`src/rtl/read_ctrl.sv`:
```
// read_ctrl: drains the two-slot ping-pong buffer filled by write_ctrl in strict
// round-robin order, presents each word on a valid/ready port, then releases the slot.
module read_ctrl #(
  parameter int DW     = 8,
  parameter int RD_LAT = 1
) (
  input  logic          clk,
  input  logic          n_rst,
  input  logic [1:0]    status_vld,
  input  logic [DW-1:0] r_data,
  input  logic          dout_rdy,
  output logic          r_addr,
  output logic          r_en,
  output logic [DW-1:0] dout,
  output logic          dout_vld,
  output logic [1:0]    r_done,
  output logic          empty
);

  typedef enum logic [2:0] {
    IDLE = 3'd0,
    RD   = 3'd1,
    WAIT = 3'd2,
    OUT  = 3'd3,
    REL  = 3'd4
  } state_t;

  // RD_LAT is limited to 1..3, so the remaining wait always fits in two bits.
  localparam logic [1:0] LAT_LOAD = 2'(RD_LAT - 1);

  state_t        state, state_nxt;
  logic [1:0]    cnt, cnt_nxt;
  logic          r_addr_nxt;
  logic [DW-1:0] dout_nxt;
  logic          dout_vld_nxt;
  logic [1:0]    r_done_nxt;
  logic          slot_full;

  assign slot_full = status_vld[r_addr];
  assign empty     = (status_vld == 2'b00);

  always_comb begin
    // NOTE: every signal written here gets a default first, so no path can infer a latch.
    state_nxt    = state;
    cnt_nxt      = cnt;
    r_addr_nxt   = r_addr;
    dout_nxt     = dout;
    dout_vld_nxt = dout_vld;
    r_done_nxt   = r_done;
    r_en         = 1'b0;

    case (state)
      IDLE: begin
        // Only the slot under the pointer is considered; the other waits its turn.
        if (slot_full) state_nxt = RD;
      end
      RD: begin
        r_en      = 1'b1;
        cnt_nxt   = LAT_LOAD;
        state_nxt = WAIT;
      end
      WAIT: begin
        if (cnt == 2'd0) begin
          dout_nxt     = r_data;
          dout_vld_nxt = 1'b1;
          state_nxt    = OUT;
        end else begin
          cnt_nxt = cnt - 2'd1;
        end
      end
      OUT: begin
        if (dout_rdy) begin
          dout_vld_nxt = 1'b0;
          r_done_nxt   = r_addr ? 2'b10 : 2'b01;
          state_nxt    = REL;
        end
      end
      REL: begin
        // write_ctrl only looks at r_done while idle, so the request is held
        // until the slot flag is actually seen low.
        if (!slot_full) begin
          r_done_nxt = 2'b00;
          r_addr_nxt = ~r_addr;
          state_nxt  = IDLE;
        end
      end
      default: begin
        state_nxt    = IDLE;
        cnt_nxt      = 2'd0;
        dout_vld_nxt = 1'b0;
        r_done_nxt   = 2'b00;
      end
    endcase
  end

  // NOTE: sequential state uses non-blocking assignments so every register updates from pre-edge values.
  always_ff @(posedge clk or negedge n_rst) begin
    if (!n_rst) begin
      state    <= IDLE;
      cnt      <= 2'd0;
      r_addr   <= 1'b0;
      dout     <= '0;
      dout_vld <= 1'b0;
      r_done   <= 2'b00;
    end else begin
      state    <= state_nxt;
      cnt      <= cnt_nxt;
      r_addr   <= r_addr_nxt;
      dout     <= dout_nxt;
      dout_vld <= dout_vld_nxt;
      r_done   <= r_done_nxt;
    end
  end

endmodule

```
`config.mk`:
```
export PLATFORM = sky130hd
export DESIGN_NAME = read_ctrl
export DESIGN_NICKNAME = d
export VERILOG_FILES = /design/src/rtl/read_ctrl.sv
export SDC_FILE = /design/constraint.sdc
export NUM_CORES = 1
export LEC_CHECK = 0
export CAP_MARGIN = 10
export CORE_ASPECT_RATIO = 1.1
export CORE_MARGIN = 3
export CORE_UTILIZATION = 40
export CTS_CLUSTER_DIAMETER = 100
export CTS_CLUSTER_SIZE = 12
export DETAILED_ROUTE_END_ITERATION = 8
export PLACE_DENSITY = 0.74
export SYNTH_ARGS = -nofsm -noshare
export SYNTH_HDL_FRONTEND = slang
export SYNTH_SLANG_ARGS = --single-unit
```
`constraint.sdc`:
```
create_clock -name clk -period 4.48 [get_ports clk]
set_clock_uncertainty 0.15 [all_clocks]
set_input_delay 0.672 -clock clk [delete_from_list [all_inputs] [get_ports clk]]
set_output_delay 0.672 -clock clk [all_outputs]
set_load 0.005 [all_outputs]
```
==> reports/results.ini, run 1 <==
[setup_path]
crit_path_max_incr_delay_ps=520
crit_buf_inv=2
worst-path-max-fanout=3
crit_required_ps=3660
critical_path.slowest_cell=clkdlybuf4s50_1
crit_path_start_kind=input pin
cp.arrival_ps=1790
path_common_cell=clkdlybuf4s50_1
crit_family=buffers and inverters
cp_cell_sequence=clkdlybuf4s50_1 -> nor2_1 -> clkdlybuf4s50_1
critical_path_class=in2out
end_kind=output port

[grt]
track_usage=0.1286
grt_start_max_net_pins=18
grt_pass1_vias=586
antenna_found_initial=0
grt_pass1_wl_um=2539
overflow=0

[layout]
final_net_count=110
mostFrequentLayoutCells=clkdlybuf4s50_1, dfrtp_1, mux2_2
layout_commonest_cell=clkdlybuf4s50_1
syn_to_final_growth_pct=36.94
diodes=0
drive_gt1_frac=0.1684
utilization=0.6019

[logic_synthesis]
synth_seq_cells=17
ys_seq_area_frac=0.5255
syn-num-nets=83
synth_cells=69
syn_area_um2=809.5
synth_ff_type=dfrtp_1
syn_avg_cell_area_um2=11.73
synthArstFlopShare=1.000
ys_types=29
yosys_warnings=0
synth_edf_count=0

[detailed_routing]
post_drt_wl_per_cell_um=13.24
highest_layer=met4
wl_met1_um=734
drcViolationCount=0
num_vias=632
wl_met3_um=77
postRouteAntennaNets=0
dr.pass1.iters=4
drtIter0Drc=2
via_per_inst=5.180
met2RoutedLength_um=787
drt-total-wl_um=1615

[die]
die_w_um=48.90
rows=16
dieArea_mm2=0.002600
start_util=0.4395
core_mm2=0.001842
io_pins=27
fp.dieH_um=53.18

[clock_network]
tritoncts=built
clock_sinks=17
clk_pin_slew_worst_paths_ps=90
cts_resized=0
root_buffer=clkbuf_4
postCtsSetupRepairBufs=0
htreeDepth=1
ctsHoldBuffers=0
clock_latency_ps=280
clock_path_buffers=2
cts_buffers=3

[power_and_ir_drop]
swShare=0.3274
power_switching_mw=0.2380
ir_worst_vdd_mv=0.3138
power_leakage_nw=0.4617
power_frac_seq=0.419
combPwrFrac=0.473
cellInternalPower_mw=0.4890
power.density_mw_per_mm2=655.8
pwr-share-clk=0.109

[timing]
slew_headroom=0.4973
rsz0062_at_grt=false
setup_violations=0
max_freq_mhz=383.3
finalCritPeriodShare=0.5824
period_minus_slack_ps=2609
hold_viol=0
finalSetupTns_ps=0
maxSlewViolCount=0
worstMarginPinSlew_ps=751.7

[place]
portBuffers=26
place_hpwl_um=1202
gp_congestion=0.6855

[outcome]
status=completed

[job]
maxCapViolCount=0

[min_path]
hold_path_class=reg2reg

kinds of logic after synthesis:
family,share of synthesized area
buffers and inverters,0.03555
multiplexers,0.1561
AND/OR/NAND/NOR,0.1453
AO/OA/AOI/OAI,0.1221
adder cells (fa/ha/maj),0.01545
flip-flops,0.5255
area by class of cell:
cell class	instances	area [um^2]
fill	164	733.2
sequential	17	425.4
multi-input combinational	46	355.3
timing repair buffer	26	260.3
tap	27	33.78
clock buffer	4	26.28
inverter	2	7.507
state kept, by name, indices dropped and copies added (netlist names):
signal / count
cnt: 2
dout: 8
dout_vld: 1
r_addr: 1
r_done: 2
state: 3
synth_stat cells (2+ instances only):
cell type,count,area (um^2)
mux2_2,9,101.4
o21ai_0,4,20.02
nor3b_1,2,15.01
a21oi_1,4,20.02
dfrtp_1,17,425.4
buf_2,2,10.01
nor2_1,3,11.26
nand2_1,6,22.52
inv_1,2,7.510
path summary, 6_finish.rpt:
| path | startpoint | to | slack [ps] | depth (start not counted) |
|---|---|---|---|---|
| min in group asynchronous | n_rst | dout[4] | 670 | 1 |
| hold reg to reg | dout[1] | dout[1] | 370 | 1 |
| setup reg to reg | cnt[1] | dout[3] | 2710 | 4 |
| max in group asynchronous | n_rst | dout[3] | 3040 | 1 |
| hold / removal | dout[1] | dout[1] | 370 | 1 |
| setup / recovery | status_vld[0] | empty | 1870 | 3 |
through the flow:
stage                     worst slack, ps  power [mW]  instances  hold slack (ps)  instance area (um^2)
final                                1871      0.7270        122            366.0                  1109
after global routing                 1816      0.7876        122            374.6                  1109
after CTS                            1878      0.7389        122            368.2                  1109
after detailed placement             1878      0.6544        118            345.8                  1082
after global placement               1937      0.6427        118            339.1                  1082
after floorplan                      2829      0.4992         69            226.4                 809.5
power by group through the flow:
stage	clock network (mW)	registers, mW	logic (mW)
floorplan	0	0.280	0.219
global placement	0	0.302	0.341
detailed placement	0	0.307	0.347
CTS	0.0841	0.305	0.350
global route	0.0885	0.317	0.382
finish	0.0792	0.304	0.344
layer usage:
metal,vias up,global-route usage
met4,0,0.05687
met1,311,0.1623
met5,-,0
li1,302,-
met2,17,0.2149
met3,2,0.02535
Power figures use the tool's default switching activity.
==> run 2: changes to the inputs <==
clock period = 2.5 ns   (was 4.48 ns; I/O delays follow)
==> reports/results.ini, run 2 (synthesis results as in run 1) <==
[outcome]
status=completed  ; unchanged

[die]
core_mm2=0.001842  ; unchanged
fp.dieH_um=53.18  ; unchanged
io_pins=27  ; unchanged
die_w_um=48.90  ; unchanged
rows=16  ; unchanged
start_util=0.4395  ; unchanged
dieArea_mm2=0.002600  ; unchanged

[min_path]
hold_path_class=in2async  ; was reg2reg

[detailed_routing]
via_per_inst=5.115  ; was 5.180
drtIter0Drc=8  ; was 2
post_drt_wl_per_cell_um=13.93  ; was 13.24 um
postRouteAntennaNets=0  ; unchanged
drcViolationCount=0  ; unchanged
num_vias=624  ; was 632
drt-total-wl_um=1700  ; was 1615 um
dr.pass1.iters=4  ; unchanged

[power_and_ir_drop]
pwr-share-clk=0.108  ; was 0.109
combPwrFrac=0.476  ; was 0.473
power_mw=1.321  ; was 0.7270 mW
power.density_mw_per_mm2=1192  ; was 655.8 mW/mm^2
power_frac_seq=0.417  ; was 0.419
ir_worst_vdd_mv=0.5804  ; was 0.3138 mV
power_switching_mw=0.4441  ; was 0.2380 mW
power_leakage_nw=0.4617  ; unchanged
swShare=0.3362  ; was 0.3274
cellInternalPower_mw=0.8768  ; was 0.4890 mW

[place]
gp_congestion=0.7039  ; was 0.6855
place_hpwl_um=1321  ; was 1202 um
placed_cell_area_mm2=0.001082  ; unchanged
placed_cells=118  ; unchanged
portBuffers=26  ; unchanged

[layout]
largest_reg_flops=8  ; unchanged
syn_to_final_growth_pct=36.94  ; unchanged
diodes=0  ; unchanged
design_area_mm2=0.001109  ; unchanged
final_cells=122  ; unchanged
drive_gt1_frac=0.1684  ; unchanged
top_regs=dout: 8 flops, state: 3 flops  ; unchanged
final_net_count=110  ; unchanged
largest_register=dout  ; unchanged
fillers=162  ; was 164
layout_commonest_cell=clkdlybuf4s50_1  ; unchanged
mostFrequentLayoutCells=clkdlybuf4s50_1, dfrtp_1, mux2_2  ; unchanged

[timing]
finalSetupTns_ps=0  ; unchanged
rsz0062_at_grt=false  ; unchanged
period_minus_slack_ps=2123
slew_headroom=0.5177  ; was 0.4973
maxSlewViolCount=0  ; unchanged
worstMarginPinSlew_ps=721.3  ; was 751.7 ps
setup_violations=0  ; unchanged
max_freq_mhz=471.1
finalCritPeriodShare=0.8491
hold_viol=0  ; unchanged

[clock_network]
tritoncts=built  ; unchanged
cts_resized=0  ; unchanged
clk_pin_slew_worst_paths_ps=90  ; about the same
cts_buffers=3  ; unchanged
clock_path_buffers=2  ; unchanged
htreeDepth=1  ; unchanged
ctsHoldBuffers=0  ; unchanged
postCtsSetupRepairBufs=0  ; unchanged
root_buffer=clkbuf_4  ; unchanged
clock_latency_ps=280  ; about the same
clock_sinks=17  ; unchanged

[setup_path]
cp_cell_sequence=nor3b_1 -> clkdlybuf4s50_1  ; was clkdlybuf4s50_1 -> nor2_1 -> clkdlybuf4s50_1
critical_path_class=reg2out  ; was in2out
crit_family=flip-flops  ; was buffers and inverters
crit_path_start_kind=flop  ; was input pin
end_kind=output port  ; unchanged
crit_path_max_incr_delay_ps=560  ; was 520 ps
worst-path-max-fanout=12  ; was 3
crit_buf_inv=1  ; was 2
crit_required_ps=1980  ; was 3660 ps
cp.arrival_ps=1600  ; was 1790 ps
critical_path.slowest_cell=dfrtp_1  ; was clkdlybuf4s50_1

[grt]
antenna_found_initial=0  ; unchanged
grt_start_max_net_pins=18  ; unchanged
track_usage=0.1391  ; was 0.1286
grt_pass1_wl_um=2760  ; was 2539 um
grt_pass1_vias=616  ; was 586
overflow=0  ; unchanged

[job]
maxCapViolCount=0  ; unchanged

[run 2: cell counts in the layout (fill, tap and decap cells not counted)]
Identical to the previous run, type by type.
[run 2: path summary, 6_finish.rpt]
kind / startpoint / to / slack (ps) / cells after the start
min in group clk: dout[1] / dout[1] / 370 / 1
max in group asynchronous: n_rst / cnt[1] / 1380 / 1
worst max register to register: cnt[0] / dout[4] / 710 / 4
worst min-delay path: n_rst / dout[0] / 370 / 1
worst min register to register: dout[1] / dout[1] / 370 / 1
worst max-delay path: state[0] / r_en / 380 / 2
[run 2: through the flow]
stage	utilization	hold WS [ps]	setup WS [ps]
after global placement	0.5876	338.8	549.9
after global routing	0.6019	375.5	237.6
after detailed placement	0.5876	345.8	505.3
final	0.6019	365.9	377.2
after CTS	0.6019	367.8	350.2
after floorplan	-	-70.59	885.4
[run 2: layout make-up]
cell class / instances / area [um^2] / area share
sequential: 17 / 425.4 / 0.3837
timing repair buffer: 26 / 260.3 / 0.2348
clock buffer: 4 / 26.28 / 0.02370
tap: 27 / 33.78 / 0.03047
inverter: 2 / 7.507 / 0.006772
multi-input combinational: 46 / 355.3 / 0.3205
[run 2: power groups by stage]
| stage | combinational [mW] | clock (mW) | sequential [mW] |
|---|---|---|---|
| 6_report | 0.628 | 0.142 | 0.550 |
| 5_1_grt | 0.697 | 0.161 | 0.572 |
| 4_1_cts | 0.639 | 0.147 | 0.550 |
| 3_5_place_dp | 0.636 | 0 | 0.556 |
| 3_3_place_gp | 0.613 | 0 | 0.541 |
| 2_1_floorplan | 0.393 | 0 | 0.501 |
[run 2: routing by layer]
metal  vias to the layer above  GRT usage  part of all wire
met5                         -          0                 0
met4                         0    0.04265                 0
met3                         0    0.02817             0.045
met2                        15     0.2511              0.51
met1                       309     0.1675              0.45
li1                        300          -                 -
